==> src/rtl/datapath_response_analyzer.sv <==
// 32-bit MISR response compactor with valid/ready intake and a programmed vector count.
// Optional on-chip golden compare (pass/fail) is built when RESP_CMP_EN is defined.
module datapath_response_analyzer #(
  parameter int unsigned        WIDTH   = 32,
  parameter logic [WIDTH-1:0]   POLY    = 32'h04C11DB7,
  parameter logic [WIDTH-1:0]   SEED    = 32'hFFFFFFFF,
  parameter int unsigned        COUNT_W = 16
) (
  input  logic               clk,
  input  logic               rst,
  input  logic               start,
  input  logic [COUNT_W-1:0] num_vectors,
  input  logic               resp_valid,
  input  logic [WIDTH-1:0]   resp_data,
  output logic               resp_ready,
  output logic               busy,
  output logic               done,
  output logic [WIDTH-1:0]   signature,
  output logic [COUNT_W-1:0] vec_count
`ifdef RESP_CMP_EN
  ,
  input  logic [WIDTH-1:0]   expected_sig,
  output logic               pass,
  output logic               fail
`endif
);

  typedef enum logic [1:0] {
    S_IDLE,
    S_RUN,
    S_DONE
  } state_t;

  state_t             state_q, state_d;
  logic [WIDTH-1:0]   sig_q, sig_d;
  logic [COUNT_W-1:0] cnt_q, cnt_d;
  logic [COUNT_W-1:0] tgt_q, tgt_d;
  logic               restart;
  logic [WIDTH-1:0]   misr_next;

  assign misr_next = {sig_q[WIDTH-2:0], 1'b0}
                   ^ (sig_q[WIDTH-1] ? POLY : '0)
                   ^ resp_data;

  always_ff @(posedge clk or posedge rst) begin
    if (rst) begin
      state_q <= S_IDLE;
      sig_q   <= SEED;
      cnt_q   <= '0;
      tgt_q   <= '0;
    end else begin
      state_q <= state_d;
      sig_q   <= sig_d;
      cnt_q   <= cnt_d;
      tgt_q   <= tgt_d;
    end
  end

  always_comb begin
    state_d = state_q;
    sig_d   = sig_q;
    cnt_d   = cnt_q;
    tgt_d   = tgt_q;
    restart = 1'b0;
    unique case (state_q)
      S_IDLE, S_DONE: begin
        if (start) begin
          restart = 1'b1;
          sig_d   = SEED;
          cnt_d   = '0;
          tgt_d   = num_vectors;
          state_d = (num_vectors == '0) ? S_DONE : S_RUN;
        end
      end
      S_RUN: begin
        // resp_ready is constant 1 in RUN, so resp_valid alone qualifies an accept
        if (resp_valid) begin
          sig_d = misr_next;
          cnt_d = cnt_q + COUNT_W'(1);
          if (cnt_d == tgt_q) state_d = S_DONE;
        end
      end
      default: state_d = S_IDLE;
    endcase
  end

  assign resp_ready = (state_q == S_RUN);
  assign busy       = (state_q == S_RUN);
  assign done       = (state_q == S_DONE);
  assign signature  = sig_q;
  assign vec_count  = cnt_q;

`ifdef RESP_CMP_EN
  logic pass_q, pass_d;
  logic fail_q, fail_d;

  // A restart straight into DONE (num_vectors==0 from DONE) is a fresh entry too
  always_comb begin
    pass_d = pass_q;
    fail_d = fail_q;
    if (restart) begin
      pass_d = 1'b0;
      fail_d = 1'b0;
    end
    if ((state_d == S_DONE) && ((state_q != S_DONE) || restart)) begin
      pass_d = (sig_d == expected_sig);
      fail_d = (sig_d != expected_sig);
    end
  end

  always_ff @(posedge clk or posedge rst) begin
    if (rst) begin
      pass_q <= 1'b0;
      fail_q <= 1'b0;
    end else begin
      pass_q <= pass_d;
      fail_q <= fail_d;
    end
  end

  assign pass = pass_q;
  assign fail = fail_q;
`endif

endmodule

==> config.mk <==
export PLATFORM = sky130hd
export DESIGN_NAME = datapath_response_analyzer
export DESIGN_NICKNAME = d
export VERILOG_FILES = /design/src/rtl/datapath_response_analyzer.sv
export SDC_FILE = /design/constraint.sdc
export NUM_CORES = 1
export LEC_CHECK = 0
export ABC_AREA = 0
export BUFFER_PORTS_ARGS = -buffer_cell sky130_fd_sc_hd__buf_2
export CAP_MARGIN = 20
export CORE_UTILIZATION = 57
export CTS_CLUSTER_DIAMETER = 120
export DETAILED_ROUTE_END_ITERATION = 7
export PLACE_DENSITY = 0.86
export SYNTH_ARGS = -nofsm -noshare
export SYNTH_HDL_FRONTEND = slang
export SYNTH_SLANG_ARGS = --single-unit
==> constraint.sdc <==
create_clock -name clk -period 3.6 [get_ports clk]
set_input_delay 0.36 -clock clk [delete_from_list [all_inputs] [get_ports clk]]
set_output_delay 0.36 -clock clk [all_outputs]
set_load 0.02 [all_outputs]
==> run_results.csv <==
group,metric,value,unit
outcome,status,"finished, final reports clean",
cells_and_area,diodes,0,
floorplanning,num_rows,28,
cells_and_area,final_util,72.9,%
global_route,antenna_found_initial,0,
setup_path,r2r_end,"signature[24]$_DFFE_PP1P_",
setup_path,end_kind,"register",
job,drv_cap,0,
drt,route.detailed.drc,0,
clock_network,ctsResizeCount,0,
timing,setup_viol,0,
drt,vias_per_cell,5.59,
drt,ant_nets,0,
clock_network,worstSkewPairLatency,0.33,ns
drt,drt_pass1_iterations,5,
setup_path,reg2regPathDepth,4,
place,dp_slack,1.30,ns
floorplanning,design.core.area,6060,um2
global_route,grt_overflow,0,
floorplanning,dieArea,6760,um2
cells_and_area,nets,551,
timing,worstMarginPinSlew,0.842,ns
setup_path,rrSetupSlack,1.25,ns
global_route,grt_pass1_vias,2981,
synth,syn_area,3670,um2
synth,yosysTopAreaCell,"dfrtp_1",
timing,finalClockSkew,0.00745,ns
timing,hold_violations,0,
timing,fin_ws,1.25,ns
clock_network,clock-root-buffer,"clkbuf_8",
drt,via_count,3230,
clock_network,hold_buffers,0,
clock_network,cts_made_buffers,9,
synth,ys_ff_latch,66,
power_and_ir_drop,powerDensity,763,nW/um2
synth,syn_inst,404,
setup_path,worst_setup_path_start_kind,"register",
setup_path,r2r_start,"state_q[0]$_DFFE_PP0P_",
timing,maxSlewHeadroom,43.7,%
clock_network,postCtsSetupBuffers,0,
setup_path,cp_max_fo,28,
setup_path,cp.arrival,2.59,ns
timing,rsz0062_at_grt,"no",
synth,synth_edf_count,0,
synth,ys.warnings.count,0,
timing,fmax,0.426,GHz
global_route,track_usage,26.9,%
floorplanning,chipWidth,82.2,um
synth,yosys-top-cells-area,"dfrtp_1, dfstp_2, xnor2_1, nand2_1, xor2_1",
setup_path,startpoint,"state_q[0]$_DFFE_PP0P_",
power_and_ir_drop,vdd_drop_max,0.000586,V
synth,synth_ff_type,"dfrtp_1",
clock_network,clk_pin_slew,0.07,ns
clock_network,cts_sinks,66,
synth,syn_nets,457,
clock_network,cts_tree,"built",
synth,synth_top_area_share,23.2,%
setup_path,path_class,"register to register",
floorplanning,die_h,82.2,um
synth,async_reset_ff_share,100,%
global_route,grt_pass1_wl,13.6,mm
cells_and_area,area_growth,20.5,%
synth,ys_seq_area_share,46.1,%
timing,finalCritPeriodShare,65.3,%
setup_path,cp.required,3.84,ns
clock_network,clock_path_buffers,2,
timing,slew_viol_final,0,
min_path,hp-class,"input pin to asynchronous set/reset pin",
drt,drt-initial-drc-count,209,
cells_and_area,drive_gt1_share,33.2,%
place,gp_congestion,0.906,
synth,synth_cell_types,47,
floorplanning,io_pins,103,
timing,post-route-min-period,2.35,ns
drt,drt_wl_total,8.61,mm
place,hpwl,6.21,mm
global_route,grt_start_max_net_pins,53,
floorplanning,start_util,60.5,%
drt,wire_per_inst,14.9,um
timing,tns,0,ns
place,io_buffers,102,
power_and_ir_drop,leakage,1.97,nW
clock_network,htree_levels,3,
synth,avgSynthCellArea,9.08,um2
-- synth_stat cells (all sizes together), types with 2 or more instances --
master   n
nor3    26
nand4    4
xor2    20
and4     2
nor2    35
dfstp   32
inv      5
a31oi   17
and3     2
nor3b    2
nand2b   3
and2     2
nor4     6
a21oi   24
buf      6
nand3b   2
nor2b    5
o31ai    4
dfrtp   34
nand3    8
nand2   67
xnor2   44
o21ai   25
clkbuf  18
-- routing by layer --
layer	up-vias	track usage (%)	share of wire, %
li1	1569	-	-
met1	1504	37.7	45
met2	142	41.6	46
met3	15	4.95	7.3
met4	0	10.2	1.9
met5	-	0	0
-- worst max-delay path, stage by stage, from the launching register on --
cell and delay, ns:
dfrtp_1 0.42, nor2b_1 0.17, nand2_1 0.55, nand2_1 0.71, a31oi_1 0.40
-- cell usage in the layout (no fill, tap or decap), types with 2 or more instances in the layout --
cell / count
dfrtp_1: 34
nor3_1: 24
xor2_1: 20
nand2_1: 67
buf_4: 4
inv_1: 4
nand4_1: 2
o31ai_1: 4
clkinv_2: 2
nand3b_1: 2
a21oi_1: 24
nand2b_1: 3
nor2b_1: 4
xnor2_1: 44
a31oi_1: 17
nor3b_1: 2
nand4_2: 2
dfstp_2: 32
clkbuf_1: 2
clkbuf_8: 11
and3_1: 2
buf_2: 102
o21ai_0: 25
nand3_1: 6
nor2_1: 34
nor4_1: 5
-- area by class of cell --
type | instances | area [um2]
clock inverters | 3 | 40.0
inverters | 5 | 18.8
well taps | 75 | 93.8
fillers | 458 | 1640
clock buffers | 13 | 159
multi-input cells | 309 | 1860
repair buffers | 107 | 561
flip-flops and latches | 66 | 1690
-- state kept, by name, indices dropped and copies added (netlist names) --
name,flops
state_q,2
vec_count,16
signature,32
tgt_q,16
-- power breakdown --
group | switching (W) | leakage [nW] | internal (W) | total (W)
clock network | 0.000264 | 0.103 | 0.000356 | 0.000620
logic | 0.000749 | 1.10 | 0.000577 | 0.00133
registers | 0.000302 | 0.768 | 0.00113 | 0.00143
total | 0.00131 | 1.97 | 0.00206 | 0.00337
-- cells by family after synthesis --
group                    Yosys count  share of synthesized area, %
multiplexers                       1                         0.273
XOR/XNOR                          64                          15.3
adder cells (fa/ha/maj)            1                         0.341
flip-flops                        66                          46.1
AO/OA/AOI/OAI                     77                          12.0
buffers and inverters             29                          3.34
AND/OR/NAND/NOR                  166                          22.6
-- worst max-delay path by stage --
| stage | endpoint | slack (ns) |
|---|---|---|
| global route | signature[13]$_DFFE_PP1P_ | 1.06 |
| finish | signature[24]$_DFFE_PP1P_ | 1.25 |
| detailed placement | signature[24]$_DFFE_PP1P_ | 1.30 |
| floorplan | state_q[0]$_DFFE_PP0P_ | 1.40 |
| CTS | signature[24]$_DFFE_PP1P_ | 1.27 |
| global placement | state_q[1]$_DFFE_PP0P_ | 1.43 |
-- per-stage QoR --
step / total power [W] / std cells / hold slack [ns] / area [um2]
floorplan: 0.00235 / 404 / 0.461 / 3670
global placement: 0.00270 / 561 / 0.484 / 4200
detailed placement: 0.00276 / 561 / 0.487 / 4200
CTS: 0.00338 / 577 / 0.222 / 4400
global route: 0.00360 / 578 / 0.117 / 4420
finish: 0.00337 / 578 / 0.112 / 4420
(Power assumes the default switching activity.)
